--- config.mk ---
export PLATFORM = sky130hd
export DESIGN_NAME = oam_dma_controller
export DESIGN_NICKNAME = d
export VERILOG_FILES = /design/src/rtl/nes_bus_pkg.sv /design/src/rtl/oam_dma_controller.sv
export SDC_FILE = /design/constraint.sdc
export NUM_CORES = 1
export LEC_CHECK = 0
export ABC_CLOCK_PERIOD_IN_PS = 2470
export BUFFER_PORTS_ARGS = -buffer_cell sky130_fd_sc_hd__buf_2
export CAP_MARGIN = 25
export CORE_MARGIN = 4
export CORE_UTILIZATION = 51
export CTS_CLUSTER_DIAMETER = 50
export CTS_CLUSTER_SIZE = 8
export DETAILED_ROUTE_END_ITERATION = 10
export PLACE_DENSITY = 0.76
export SYNTH_ARGS = -nofsm -noshare
export SYNTH_HDL_FRONTEND = slang
export SYNTH_SLANG_ARGS = --single-unit
--- constraint.sdc ---
create_clock -name clk -period 2.47 [get_ports clk]
set_input_delay 0.247 -clock clk [delete_from_list [all_inputs] [get_ports clk]]
set_output_delay 0.247 -clock clk [all_outputs]
set_load 0.03 [all_outputs]
--- src/rtl/nes_bus_pkg.sv ---
// Shared NES bus definitions used by the sprite DMA sequencer.
//   ADDR_OAM_DMA  : CPU write address that launches a sprite DMA ($4014)
//   ADDR_OAM_DATA : PPU OAM data port written by every DMA write cycle ($2004)
//   OAM_XFER_LEN  : bytes moved per transfer
//   dma_state_t   : sequencer states
package nes_bus_pkg;

  localparam logic [15:0] ADDR_OAM_DMA  = 16'h4014;
  localparam logic [15:0] ADDR_OAM_DATA = 16'h2004;
  localparam int          OAM_XFER_LEN  = 256;

  typedef enum logic [2:0] {
    IDLE,
    HALT,
    ALIGN,
    READ,
    WRITE
  } dma_state_t;

endpackage

--- src/rtl/oam_dma_controller.sv ---
// Sprite (OAM) DMA sequencer.
// A CPU write to DMA_TRIG_ADDR latches the source page, halts the CPU, takes
// the bus and copies {page,00}..{page,FF} into OAM_DATA_ADDR as 256
// read/write pairs. Reads always start on an even CPU cycle.
// Ports:
//   clk, rst_n          clock, asynchronous active-low reset
//   cpu_ce              one-clk pulse per CPU cycle; the FSM only moves on it
//   cpu_addr/dout/wr    CPU bus, watched for the trigger write
//   bus_din             read data returned for a DMA read
//   cpu_halt            CPU clock-enable gate
//   bus_grant           bus mux select (1 = DMA owns the bus)
//   dma_addr/dout       DMA address and write data
//   dma_rd/dma_wr       DMA strobes
//   dma_busy            transfer in progress
module oam_dma_controller
  import nes_bus_pkg::*;
#(
  parameter logic [15:0] DMA_TRIG_ADDR = ADDR_OAM_DMA,
  parameter logic [15:0] OAM_DATA_ADDR = ADDR_OAM_DATA,
  parameter int          XFER_LEN      = OAM_XFER_LEN
) (
  input  logic        clk,
  input  logic        rst_n,
  input  logic        cpu_ce,
  input  logic [15:0] cpu_addr,
  input  logic [7:0]  cpu_dout,
  input  logic        cpu_wr,
  input  logic [7:0]  bus_din,
  output logic        cpu_halt,
  output logic        bus_grant,
  output logic [15:0] dma_addr,
  output logic [7:0]  dma_dout,
  output logic        dma_rd,
  output logic        dma_wr,
  output logic        dma_busy
);

  localparam logic [7:0] LAST_IDX = 8'(XFER_LEN - 1);

  dma_state_t state;
  logic [7:0] page;
  logic [7:0] idx;
  logic [7:0] latch;
  logic       cpu_odd;
  logic       trig;

  assign trig = cpu_wr && (cpu_addr == DMA_TRIG_ADDR);

  // The byte latched during READ is the write data for the following WRITE.
  assign dma_dout = latch;

  always_ff @(posedge clk or negedge rst_n) begin
    if (!rst_n) begin
      state     <= IDLE;
      page      <= 8'h00;
      idx       <= 8'h00;
      latch     <= 8'h00;
      cpu_odd   <= 1'b0;
      cpu_halt  <= 1'b0;
      bus_grant <= 1'b0;
      dma_busy  <= 1'b0;
      dma_rd    <= 1'b0;
      dma_wr    <= 1'b0;
      dma_addr  <= 16'h0000;
    end else if (cpu_ce) begin
      cpu_odd <= ~cpu_odd;
      case (state)
        IDLE: begin
          // The trigger write itself completes on the CPU; the halt starts
          // with the next CPU cycle.
          if (trig) begin
            page      <= cpu_dout;
            state     <= HALT;
            cpu_halt  <= 1'b1;
            bus_grant <= 1'b1;
            dma_busy  <= 1'b1;
          end
        end
        HALT: begin
          // cpu_odd is this cycle's parity; the next cycle must be even
          // before the first read, otherwise spend one ALIGN cycle.
          if (!cpu_odd) begin
            state <= ALIGN;
          end else begin
            state    <= READ;
            dma_addr <= {page, idx};
            dma_rd   <= 1'b1;
          end
        end
        ALIGN: begin
          state    <= READ;
          dma_addr <= {page, idx};
          dma_rd   <= 1'b1;
        end
        READ: begin
          latch    <= bus_din;
          state    <= WRITE;
          dma_addr <= OAM_DATA_ADDR;
          dma_rd   <= 1'b0;
          dma_wr   <= 1'b1;
        end
        WRITE: begin
          // idx wraps to 0 on the last byte and never carries into page.
          idx    <= idx + 8'd1;
          dma_wr <= 1'b0;
          if (idx == LAST_IDX) begin
            state     <= IDLE;
            cpu_halt  <= 1'b0;
            bus_grant <= 1'b0;
            dma_busy  <= 1'b0;
            dma_addr  <= 16'h0000;
          end else begin
            state    <= READ;
            dma_addr <= {page, idx + 8'd1};
            dma_rd   <= 1'b1;
          end
        end
        default: begin
          state <= IDLE;
        end
      endcase
    end
  end

endmodule

==> results.txt, run 1 <==
----------------------------------------------------
[Run status]
  Run status ... finished, final reports clean

[Final layout]
  Layout Utilization ... 65.4%
  Share of layout cells above drive strength 1 ... 40.9%
  Count of filler cells inserted in the layout ... 330
  Area taken by multi-input logic gates ... 961 um^2
  Sequential cell area ... 0.00118 mm^2
  Final net count ... 290
  Antenna Cells ... 0
  Area growth from synthesis to layout ... 19.8%

[Clock network]
  Reg clk slew, reported paths ... 0.09 ns
  Number of clock buffers inserted by TritonCTS ... 5
  Root buffer selected by CTS ... sky130_fd_sc_hd__clkbuf_8
  Buffer levels on the longest clock path ... 2
  Clock tree sinks ... 47
  Count of H-tree levels built during CTS ... 2
  Clock insertion delay at the later pin of the skew report ... 0.31 ns
  TritonCTS clock tree ... yes

[Timing]
  Final slew viol count ... 0
  Final worst path period need ... 1.99 ns
  FMAX ... 503 MHz
  Worst Clk Skew ... 0.0109 ns
  Number of failing setup endpoints in the final timing report ... 0
  Final Hold Vio Count ... 0
  Post-route setup TNS ... 0 ns
  Slew headroom ... 58.9%
  Final period utilization ... 80.5%
  Least-Margin Pin Slew ... 0.617 ns
  RSZ-0062 raised after global routing ... false

[Floorplan]
  Core area ... 0.00412 mm^2
  Initial Utilization ... 54.6%
  Row count ... 23
  Die Footprint ... 0.00553 mm^2
  Die X-Extent ... 74.4 um
  I/O pins ... 65
  DIE HEIGHT ... 74.4 um

[Logic synthesis]
  Synthesized net count ... 228
  Sequential share of the synthesized area ... 52.4%
  Yosys Warn Count ... 0
  Leading area contributor after synthesis ... sky130_fd_sc_hd__dfrtp_1
  Distinct cell type count of the synthesized netlist ... 50
  Average instance area after synthesis ... 11.8 um^2
  Top-count cell post-synth ... sky130_fd_sc_hd__dfrtp_1
  Cell count after synthesis ... 191
  Biggest area contributors in the synthesized netlist ... sky130_fd_sc_hd__dfrtp_1, sky130_fd_sc_hd__mux2_2, sky130_fd_sc_hd__a22o_1, sky130_fd_sc_hd__a21oi_1, sky130_fd_sc_hd__buf_6
  Most used flip-flop cell after synthesis ... sky130_fd_sc_hd__dfrtp_1
  Combined area of all synthesized cells ... 0.00225 mm^2
  Most frequent cells after synthesis ... sky130_fd_sc_hd__dfrtp_1, sky130_fd_sc_hd__mux2_2, sky130_fd_sc_hd__a21oi_1
  Seq cells post-synth ... 47
  Area share of the leading cell type in the synthesized netlist ... 52.4%
  Number of enable-type register cells in the synthesized netlist ... 0
  Fraction of synthesis flops using an asynchronous set or reset pin ... 100%

[Setup path]
  Dominant delay contributor by cell family on the critical path ... simple AND/OR/NAND/NOR gates
  Biggest cell delay along the critical path ... 0.59 ns
  Worst path arrival time ... 2.18 ns
  Cell type of the slowest stage on the worst timing path ... sky130_fd_sc_hd__or3b_1
  Count of buffering cells on the critical path with inverters included ... 0
  Crit Path Max Fanout ... 12
  CP Class ... reg2reg
  Required time at the endpoint of the critical path ... 2.66 ns
  Critical R2R Launch ... state[0]
  Cell Chain, Critical Path ... or3b_1 -> o21ai_2 -> nand2_1 -> a22o_1
  Type of element launching the critical path ... register
  Kind of end point of the critical path ... register
  Timing startpoint of the critical path ... state[0]

[Power and ir drop]
  LEAKAGE ... 1.31 nW
  Total chip power ... 2.96 mW
  Power density over the cells ... 1100 mW/mm^2
  Worst voltage drop across the vdd grid ... 596 uV

[Routing]
  DRC marker count from the first detailed-route iteration ... 114
  First-pass DRT Iterations ... 4
  Detailed-route DRC error count ... 0
  Via total after detailed routing ... 1696
  Via count normalized by instance count ... 5.58
  Wirelength per Cell ... 15.1 um
  WL final ... 4.60 mm
  Number of nets with antenna violations after detailed routing ... 0

[Placement]
  Global placer's final weighted congestion ... 0.810
  I/O Buffers ... 64
  HPWL after detailed placement ... 3.35 mm

[GRT]
  Wire length of the first global-routing pass ... 7.73 mm
  Sum of overflow across all layers after global routing ... 0
  Number of antenna violations at the first check in global routing ... 0
  Global Route Usage Sum ... 18.5%
  Via count of the first global-routing pass ... 1656
  Pin count of the biggest net entering global routing ... 48

[Job]
  Number of max-capacitance violations reported ... 0

[Min path]
  Start point of the worst hold path ... cpu_dout[6]
  Hold WC Path Type ... in2reg

----------------------------------------------------
## worst reg2reg max path, delay by kind of cell, from the launching register on
kind,cells,cell delay [ns]
AO/OA/AOI/OAI,2,0.53
flip-flops,1,0.50
AND/OR/NAND/NOR,2,0.86
## logic make-up after synthesis
logic type	count (synthesis)	synth area share [%]
xor gates and xnor gates	8	3.12
and+or+nand+nor	50	13.3
adders and majority gates	1	0.557
DFF	47	52.4
AOI/OAI and AO/OA	50	16.3
buffers and inverters	16	4.85
muxes	19	9.47
## registers in the layout (all words and copies together), names as in the netlist, 3 cells and up
register	count
idx	8
dma_addr	16
state	3
page	8
dma_dout	8
## final timing paths
kind,to,slack [ns],cells after the start
worst max-delay path,dma_addr[8],0.48,4
worst min-delay path,page[6],0.16,2
worst max register to register,dma_addr[8],0.48,4
worst min register to register,dma_wr,0.48,2
max in group asynchronous,idx[3],1.73,3
min in group asynchronous,dma_addr[7],0.29,2
## power breakdown
part / internal, mW / switching, mW / leakage [nW]
registers: 0.980 / 0.192 / 0.606
logic: 0.454 / 0.756 / 0.651
clock network: 0.305 / 0.271 / 0.0548
## placed cells by master (no fill, tap or decap), types with 2 or more instances in the layout
cell type,instances
sky130_fd_sc_hd__buf_2,64
sky130_fd_sc_hd__dfrtp_1,47
sky130_fd_sc_hd__mux2_2,18
sky130_fd_sc_hd__a21oi_1,12
sky130_fd_sc_hd__nand2_1,11
sky130_fd_sc_hd__o21ai_0,9
sky130_fd_sc_hd__nand3_1,8
sky130_fd_sc_hd__nor2_1,8
sky130_fd_sc_hd__a22o_1,7
sky130_fd_sc_hd__clkbuf_8,5
sky130_fd_sc_hd__a31oi_1,4
sky130_fd_sc_hd__xnor2_1,4
sky130_fd_sc_hd__xor2_1,4
sky130_fd_sc_hd__inv_1,3
sky130_fd_sc_hd__and3_1,3
sky130_fd_sc_hd__o211ai_1,3
sky130_fd_sc_hd__nand4_1,3
sky130_fd_sc_hd__and2b_2,2
sky130_fd_sc_hd__nor4_1,2
sky130_fd_sc_hd__a21o_1,2
sky130_fd_sc_hd__buf_4,2
## per-stage QoR
| step | std cells | instance area (um^2) | worst slack [ns] | hold slack (ns) |
|---|---|---|---|---|
| detailed placement | 294 | 2550 | 0.477 | 0.460 |
| floorplan | 191 | 2250 | 0.700 | -0.0486 |
| CTS | 302 | 2660 | 0.474 | 0.148 |
| global route | 304 | 2690 | 0.385 | 0.164 |
| finish | 304 | 2690 | 0.483 | 0.164 |
| global placement | 294 | 2550 | 0.535 | 0.458 |
## layout make-up
| cell class | count | share of cell area (%) |
|---|---|---|
| clock buffer | 5 | 2.56 |
| multi-input combinational | 128 | 35.7 |
| clock inverter | 3 | 1.72 |
| inverter | 3 | 0.418 |
| tap | 50 | 2.32 |
| timing repair buffer | 68 | 13.6 |
| sequential | 47 | 43.7 |
## metal layers
layer  vias to the layer above  GRT usage [%]  share of wire [%]
met4                         0           8.10                1.4
met2                        43           28.1                 48
li1                        823              -                  -
met3                         4           4.59                6.1
met1                       826           25.2                 45
met5                         -              0                  0
## timing repair
| item | 4_1_cts | 5_1_grt |
|---|---|---|
| setup buffers | 0 | 0 |
| hold buffers | 0 | 1 |
| hold endpoints to repair | 0 | 5 |
| gates resized for setup | 0 | 0 |
No activity file was read; power rests on OpenSTA's default activity.
==> run 2: changes to the inputs <==
Settings changed: ABC_AREA set to 1, ABC_CLOCK_PERIOD_IN_PS 2470 to 1620, CORE_UTILIZATION 51 to 47, PLACE_DENSITY 0.76 to 0.73.
Clock period 2.47 ns to 1.62 ns, I/O delays scaled along.
==> run 2 against run 1 <==
  * Fmax grew 29%
  * Critical path type unchanged
  * Clock-buffer cell count grew 1
  * Area after synthesis grew 2.2%
  * Largest power group unchanged
  * Hold slack lost 0.10 ns
  * Die area grew 9.7%
  * Final area grew 6.6%
==> results.txt, run 2 <==
----------------------------------------------------
[Run status]
  Run status ... finished, final reports clean (unchanged)

[Power and ir drop]
  Sw power ... 1.97 mW (was 1.22 mW)
  Total chip power ... 4.52 mW (was 2.96 mW)
  Combinational share of power ... 44.3% (was 40.9%)
  Sw frac ... 43.5% (was 41.2%)
  Clock group share of total power ... 16.3% (was 19.5%)
  Relative contribution of sequential cells to total power ... 39.5% (was 39.6%)
  Worst voltage drop across the vdd grid ... 616 uV (was 596 uV)
  Power density over the cells ... 1580 mW/mm^2 (was 1100 mW/mm^2)
  P_int ... 2.55 mW (was 1.74 mW)
  LEAKAGE ... 1.63 nW (was 1.31 nW)

[Logic synthesis]
  Distinct cell type count of the synthesized netlist ... 30 (was 50)
  Area share of the leading cell type in the synthesized netlist ... 51.2% (was 52.4%)
  Most used flip-flop cell after synthesis ... sky130_fd_sc_hd__dfrtp_1 (unchanged)
  Average instance area after synthesis ... 8.17 um^2 (was 11.8 um^2)
  Most frequent cells after synthesis ... sky130_fd_sc_hd__nand2_1, sky130_fd_sc_hd__dfrtp_1, sky130_fd_sc_hd__inv_1 (was sky130_fd_sc_hd__dfrtp_1, sky130_fd_sc_hd__mux2_2, sky130_fd_sc_hd__a21oi_1)
  Biggest area contributors in the synthesized netlist ... sky130_fd_sc_hd__dfrtp_1, sky130_fd_sc_hd__nand2_1, sky130_fd_sc_hd__inv_1, sky130_fd_sc_hd__o21ai_0, sky130_fd_sc_hd__nor2_1 (was sky130_fd_sc_hd__dfrtp_1, sky130_fd_sc_hd__mux2_2, sky130_fd_sc_hd__a22o_1, sky130_fd_sc_hd__a21oi_1, sky130_fd_sc_hd__buf_6)
  Top-count cell post-synth ... sky130_fd_sc_hd__nand2_1 (was sky130_fd_sc_hd__dfrtp_1)
  Leading area contributor after synthesis ... sky130_fd_sc_hd__dfrtp_1 (unchanged)
  Yosys Warn Count ... 0 (unchanged)
  Sequential share of the synthesized area ... 51.2% (was 52.4%)
  Seq cells post-synth ... 47 (unchanged)
  Fraction of synthesis flops using an asynchronous set or reset pin ... 100% (unchanged)
  Synthesized net count ... 318 (was 228)
  Cell count after synthesis ... 281 (was 191)
  Number of enable-type register cells in the synthesized netlist ... 0 (unchanged)
  Combined area of all synthesized cells ... 0.00230 mm^2 (was 0.00225 mm^2)

[Routing]
  WL final ... 4.83 mm (was 4.60 mm)
  First-pass DRT Iterations ... 4 (unchanged)
  Via total after detailed routing ... 1991 (was 1696)
  DRC marker count from the first detailed-route iteration ... 73 (was 114)
  Via count normalized by instance count ... 4.68 (was 5.58)
  Number of nets with antenna violations after detailed routing ... 0 (unchanged)
  Wirelength per Cell ... 11.4 um (was 15.1 um)
  Detailed-route DRC error count ... 0 (unchanged)

[Floorplan]
  Row count ... 25 (was 23)
  Initial Utilization ... 48.6% (was 54.6%)
  Die X-Extent ... 77.9 um (was 74.4 um)
  Die Footprint ... 0.00607 mm^2 (was 0.00553 mm^2)
  DIE HEIGHT ... 77.9 um (was 74.4 um)
  Core area ... 0.00472 mm^2 (was 0.00412 mm^2)
  I/O pins ... 65 (unchanged)

[Setup path]
  Worst r2r path cells ... 9 (was 4)
  R2R Setup Slk ... 0.07 ns (was 0.48 ns)
  Crit Path Max Fanout ... 6 (was 12)
  Required time at the endpoint of the critical path ... 1.80 ns (was 2.66 ns)
  Terminus of the critical flop-to-flop path ... dma_busy (was dma_addr[8])
  Type of element launching the critical path ... register (unchanged)
  Worst path arrival time ... 1.73 ns (was 2.18 ns)
  CP Class ... reg2reg (unchanged)
  Critical R2R Launch ... idx[0] (was state[0])
  Kind of end point of the critical path ... register (unchanged)

[Clock network]
  Number of clock buffers inserted by TritonCTS ... 5 (unchanged)
  Clock tree sinks ... 47 (unchanged)
  Buffer levels on the longest clock path ... 2 (unchanged)
  Count of H-tree levels built during CTS ... 2 (unchanged)
  Clock insertion delay at the later pin of the skew report ... 0.29 ns (was 0.31 ns)
  Reg clk slew, reported paths ... 0.09 ns (about the same)
  TritonCTS clock tree ... yes (unchanged)
  Root buffer selected by CTS ... sky130_fd_sc_hd__clkbuf_8 (unchanged)

[Timing]
  Final Hold Vio Count ... 0 (unchanged)
  Number of failing setup endpoints in the final timing report ... 0 (unchanged)
  Post-route setup TNS ... 0 ns (unchanged)
  FMAX ... 647 MHz (was 503 MHz)
  Least-Margin Pin Slew ... 0.472 ns (was 0.617 ns)
  Worst Clk Skew ... 0.00708 ns (was 0.0109 ns)
  Final slew viol count ... 0 (unchanged)
  Final period utilization ... 95.4% (was 80.5%)
  Slew headroom ... 68.5% (was 58.9%)
  Final worst path period need ... 1.55 ns (was 1.99 ns)

[Job]
  Number of max-capacitance violations reported ... 0 (unchanged)

[Final layout]
  Max FFs per register ... 16 (unchanged)
  Antenna Cells ... 0 (unchanged)
  Most frequent cells in the layout ... sky130_fd_sc_hd__nand2_1, sky130_fd_sc_hd__buf_2, sky130_fd_sc_hd__dfrtp_1 (was sky130_fd_sc_hd__buf_2, sky130_fd_sc_hd__dfrtp_1, sky130_fd_sc_hd__mux2_2)
  Final net count ... 394 (was 290)
  Commonest non-fill, non-tap cell in the layout ... sky130_fd_sc_hd__nand2_1 (was sky130_fd_sc_hd__buf_2)
  Most flops, register ... dma_addr (unchanged)
  Sequential cell area ... 0.00118 mm^2 (about the same)
  Area taken by multi-input logic gates ... 957 um^2 (was 961 um^2)
  Share of layout cells above drive strength 1 ... 30.4% (was 40.9%)
  Count of filler cells inserted in the layout ... 422 (was 330)
  Area growth from synthesis to layout ... 25.0% (was 19.8%)

[Min path]
  Start point of the worst hold path ... bus_din[0] (was cpu_dout[6])
  Worst hold stages ... 3 (was 2)
  Hold WC Path Type ... in2reg (unchanged)
  Sink of the worst hold path ... dma_dout[0] (was page[6])

[Placement]
  HPWL after detailed placement ... 3.62 mm (was 3.35 mm)
  I/O Buffers ... 64 (unchanged)
  Global placer's final weighted congestion ... 0.827 (was 0.810)

[GRT]
  Global Route Usage Sum ... 16.6% (was 18.5%)
  Sum of overflow across all layers after global routing ... 0 (unchanged)
  Number of antenna violations at the first check in global routing ... 0 (unchanged)
  Pin count of the biggest net entering global routing ... 29 (was 48)
  Via count of the first global-routing pass ... 1868 (was 1656)
  Wire length of the first global-routing pass ... 8.29 mm (was 7.73 mm)

----------------------------------------------------
run 2: layout make-up:
| type | count | share of cell area, % |
|---|---|---|
| inverter | 32 | 4.40 |
| timing repair buffer | 76 | 14.8 |
| clock buffer | 6 | 2.88 |
| clock inverter | 2 | 0.567 |
| tap | 67 | 2.92 |
| sequential | 47 | 41.1 |
| multi-input combinational | 195 | 33.3 |
run 2: how the worst max path moves through the flow:
stage,endpoint,slack [ns],cells after the start,from
2_1_floorplan,dma_addr[10],0.24,8,idx[0]
4_1_cts,dma_addr[10],0.04,8,idx[0]
3_3_place_gp,dma_addr[14],0.11,8,idx[0]
5_1_grt,dma_busy,-0.02,9,idx[0]
3_5_place_dp,dma_addr[11],0.05,8,idx[0]
6_report,dma_busy,0.07,9,idx[0]
run 2: power by group through the flow:
| stage | Clock [mW] | Combinational (mW) | Sequential [mW] |
|---|---|---|---|
| 6_report | 0.736 | 2.00 | 1.78 |
| 2_1_floorplan | 0 | 0.985 | 2.18 |
| 4_1_cts | 0.758 | 1.92 | 1.78 |
| 3_3_place_gp | 0 | 1.89 | 1.79 |
| 3_5_place_dp | 0 | 1.91 | 1.80 |
| 5_1_grt | 0.811 | 2.22 | 1.85 |
run 2: logic make-up after synthesis:
family / share of synthesized area (%)
compound gates: 9.54
xor+xnor: 1.91
fa+ha+maj: 0.545
buf+inv: 7.74
flops: 51.2
simple gates: 29.0
run 2: layer usage:
| metal | track usage [%] | vias to the layer above | part of all wire [%] |
|---|---|---|---|
| met4 | 3.67 | 0 | 0.99 |
| met3 | 3.94 | 5 | 6.6 |
| met1 | 22.2 | 894 | 47 |
| met2 | 27.5 | 63 | 46 |
| met5 | 0 | - | 0 |
| li1 | - | 1029 | - |
run 2: timing repair:
item | in CTS | in global routing
hold endpoints to repair | 19 | 0
hold buffers | 1 | 0
buffers inserted | 0 | 5
gates resized for setup | 0 | 9
setup endpoints to repair | 0 | 17
run 2: worst max-delay path, cell delays in order, from the launching register on:
cell and delay (ns):
sky130_fd_sc_hd__dfrtp_2 0.41, sky130_fd_sc_hd__ha_1 0.22, sky130_fd_sc_hd__nand2_2 0.10, sky130_fd_sc_hd__nor2_4 0.17, sky130_fd_sc_hd__a21oi_4 0.10, sky130_fd_sc_hd__buf_4 0.16, sky130_fd_sc_hd__nor2_1 0.10, sky130_fd_sc_hd__nand3_1 0.09
sky130_fd_sc_hd__nand2_1 0.06, sky130_fd_sc_hd__nand2_1 0.04
run 2: per-stage QoR:
| stage | hold WS, ns | setup slack [ns] | utilization [%] | std cells | cell area, um^2 |
|---|---|---|---|---|---|
| 2_1_floorplan | -0.134 | 0.240 | - | 281 | 2300 |
| 6_report | 0.0604 | 0.0747 | 60.8 | 425 | 2870 |
| 5_1_grt | 0.0557 | -0.0170 | 60.8 | 425 | 2870 |
| 3_3_place_gp | 0.146 | 0.107 | 57.2 | 411 | 2700 |
| 4_1_cts | 0.0544 | 0.0373 | 59.5 | 420 | 2810 |
| 3_5_place_dp | 0.153 | 0.0495 | 57.2 | 411 | 2700 |
==> run 3: changes to the inputs <==
Settings changed: MAX_ROUTING_LAYER set to met4.
==> run 3 against run 2 <==
  * Critical path depth unchanged
  * Global-route usage rose by 0.49 points
  * Clock-buffer cell count is the same
  * Clock skew barely moved
  * Via count stayed put
  * Non-clock buffer count unchanged
==> results.txt, run 3 (synthesis gave the netlist of run 2 again) <==
----------------------------------------------------
[Run status]
  Run status ... finished, final reports clean (unchanged)

[Setup path]
  Crit Path Max Fanout ... 6 (unchanged)
  Type of element launching the critical path ... register (unchanged)
  Required time at the endpoint of the critical path ... 1.80 ns (about the same)
  Kind of end point of the critical path ... register (unchanged)
  Worst path arrival time ... 1.73 ns (about the same)
  CP Class ... reg2reg (unchanged)

[Timing]
  Slew headroom ... 68.5% (unchanged)
  Final slew viol count ... 0 (unchanged)
  Final period utilization ... 95.4% (about the same)
  Worst Clk Skew ... 0.00705 ns (was 0.00708 ns)
  FMAX ... 647 MHz (about the same)
  Least-Margin Pin Slew ... 0.472 ns (unchanged)
  Number of failing setup endpoints in the final timing report ... 0 (unchanged)
  Final Hold Vio Count ... 0 (unchanged)
  Final worst path period need ... 1.54 ns (was 1.55 ns)
  Hold slack final ... 0.0599 ns (was 0.0604 ns)

[Routing]
  Number of nets with antenna violations after detailed routing ... 0 (unchanged)
  Wirelength per Cell ... 11.4 um (about the same)
  DRC marker count from the first detailed-route iteration ... 67 (was 73)
  First-pass DRT Iterations ... 4 (unchanged)
  Via count normalized by instance count ... 4.68 (unchanged)
  Detailed-route DRC error count ... 0 (unchanged)
  Via total after detailed routing ... 1991 (unchanged)
  WL final ... 4.85 mm (was 4.83 mm)

[Floorplan]
  I/O pins ... 65 (unchanged)
  Die Footprint ... 0.00607 mm^2 (unchanged)
  DIE HEIGHT ... 77.9 um (unchanged)
  Core area ... 0.00472 mm^2 (unchanged)
  Die X-Extent ... 77.9 um (unchanged)
  Initial Utilization ... 48.6% (unchanged)
  Row count ... 25 (unchanged)

[GRT]
  Wire length of the first global-routing pass ... 8.29 mm (about the same)
  Pin count of the biggest net entering global routing ... 29 (unchanged)
  Sum of overflow across all layers after global routing ... 0 (unchanged)
  Via count of the first global-routing pass ... 1876 (was 1868)
  Number of antenna violations at the first check in global routing ... 0 (unchanged)
  Global Route Usage Sum ... 17.1% (was 16.6%)

[Clock network]
  Root buffer selected by CTS ... sky130_fd_sc_hd__clkbuf_8 (unchanged)
  TritonCTS clock tree ... yes (unchanged)
  Buffer levels on the longest clock path ... 2 (unchanged)
  Clock tree sinks ... 47 (unchanged)
  Number of clock buffers inserted by TritonCTS ... 5 (unchanged)
  Clock insertion delay at the later pin of the skew report ... 0.29 ns (about the same)
  Reg clk slew, reported paths ... 0.09 ns (about the same)
  Count of H-tree levels built during CTS ... 2 (unchanged)

[Final layout]
  Share of layout cells above drive strength 1 ... 30.4% (unchanged)
  Filler-free cell count of the finished design ... 425 (unchanged)
  Commonest non-fill, non-tap cell in the layout ... sky130_fd_sc_hd__nand2_1 (unchanged)
  Count of filler cells inserted in the layout ... 422 (unchanged)
  Final net count ... 394 (unchanged)
  Most frequent cells in the layout ... sky130_fd_sc_hd__nand2_1, sky130_fd_sc_hd__buf_2, sky130_fd_sc_hd__dfrtp_1 (unchanged)
  Final cell area excluding filler cells ... 0.00287 mm^2 (unchanged)
  Layout Utilization ... 60.8% (unchanged)
  Antenna Cells ... 0 (unchanged)
  Area growth from synthesis to layout ... 25.0% (unchanged)
  Most flops, register ... dma_addr (unchanged)
  Max FFs per register ... 16 (unchanged)

[Job]
  Number of max-capacitance violations reported ... 0 (unchanged)

[Placement]
  HPWL after detailed placement ... 3.62 mm (unchanged)
  I/O Buffers ... 64 (unchanged)
  Number of instances in the placed design ... 411 (unchanged)
  Global placer's final weighted congestion ... 0.839 (was 0.827)
  Cell area after placement ... 0.00270 mm^2 (unchanged)

[Power and ir drop]
  Sw power ... 1.97 mW (about the same)
  Combinational share of power ... 44.3% (about the same)
  Worst voltage drop across the vdd grid ... 616 uV (about the same)
  LEAKAGE ... 1.63 nW (unchanged)
  Sw frac ... 43.6% (was 43.5%)
  Power density over the cells ... 1580 mW/mm^2 (about the same)
  Relative contribution of sequential cells to total power ... 39.5% (about the same)
  P_int ... 2.55 mW (unchanged)
  Clock group share of total power ... 16.3% (about the same)
  Total chip power ... 4.52 mW (about the same)

[Min path]
  Hold WC Path Type ... in2reg (unchanged)

----------------------------------------------------
-- run 3: cell counts in the layout (fill, tap and decap cells not counted) --
Identical to the previous run, type by type.
-- run 3: worst paths after layout --
check,from,to,slack (ns),depth (start not counted)
worst max-delay path,idx[0],dma_busy,0.08,9
worst min-delay path,bus_din[0],dma_dout[0],0.06,3
worst max register to register,idx[0],dma_busy,0.08,9
worst min register to register,dma_dout[7],dma_dout[7],0.47,2
max in group asynchronous,rst_n,state[0],0.74,3
min in group asynchronous,rst_n,dma_dout[3],0.35,2
-- run 3: timing repair --
item,in CTS,in global routing
resized for setup,0,9
buffers inserted,0,5
setup endpoints to repair,0,17
hold buffers,1,0
endpoints found under the hold margin,19,0
-- run 3: area by class of cell --
class | instances | area, um^2 | share of cell area [%]
Multi-Input combinational cell | 195 | 957 | 33.3
Sequential cell | 47 | 1180 | 41.1
Inverter | 32 | 126 | 4.40
Clock buffer | 6 | 82.6 | 2.88
Timing Repair Buffer | 76 | 425 | 14.8
Clock inverter | 2 | 16.3 | 0.567
Tap cell | 67 | 83.8 | 2.92
-- run 3: through the flow --
| stage | TNS, ns | setup slack [ns] |
|---|---|---|
| after floorplan | 0 | 0.240 |
| after global placement | 0 | 0.107 |
| after detailed placement | 0 | 0.0495 |
| after CTS | 0 | 0.0373 |
| after global routing | -0.0170 | -0.0170 |
| final | 0 | 0.0750 |
-- run 3: critical path, stage by stage (launching register included) --
cell	delay, ns
sky130_fd_sc_hd__dfrtp_2	0.41
sky130_fd_sc_hd__ha_1	0.22
sky130_fd_sc_hd__nand2_2	0.10
sky130_fd_sc_hd__nor2_4	0.17
sky130_fd_sc_hd__a21oi_4	0.10
sky130_fd_sc_hd__buf_4	0.16
sky130_fd_sc_hd__nor2_1	0.10
sky130_fd_sc_hd__nand3_1	0.09
sky130_fd_sc_hd__nand2_1	0.06
sky130_fd_sc_hd__nand2_1	0.04
-- run 3: per-layer routing --
layer	part of all wire [%]	GRT usage, %	vias up
met4	0.80	3.67	0
met2	46	27.4	62
met5	0	-	-
met3	6.3	3.60	4
li1	-	-	1029
met1	47	22.6	896
-- run 3: power by group through the flow --
stage          combinational, mW  clock (mW)  sequential, mW
6_report                    2.00       0.737            1.79
3_5_place_dp                1.91           0            1.80
2_1_floorplan              0.985           0            2.18
4_1_cts                     1.92       0.758            1.78
5_1_grt                     2.22       0.811            1.85
3_3_place_gp                1.89           0            1.79
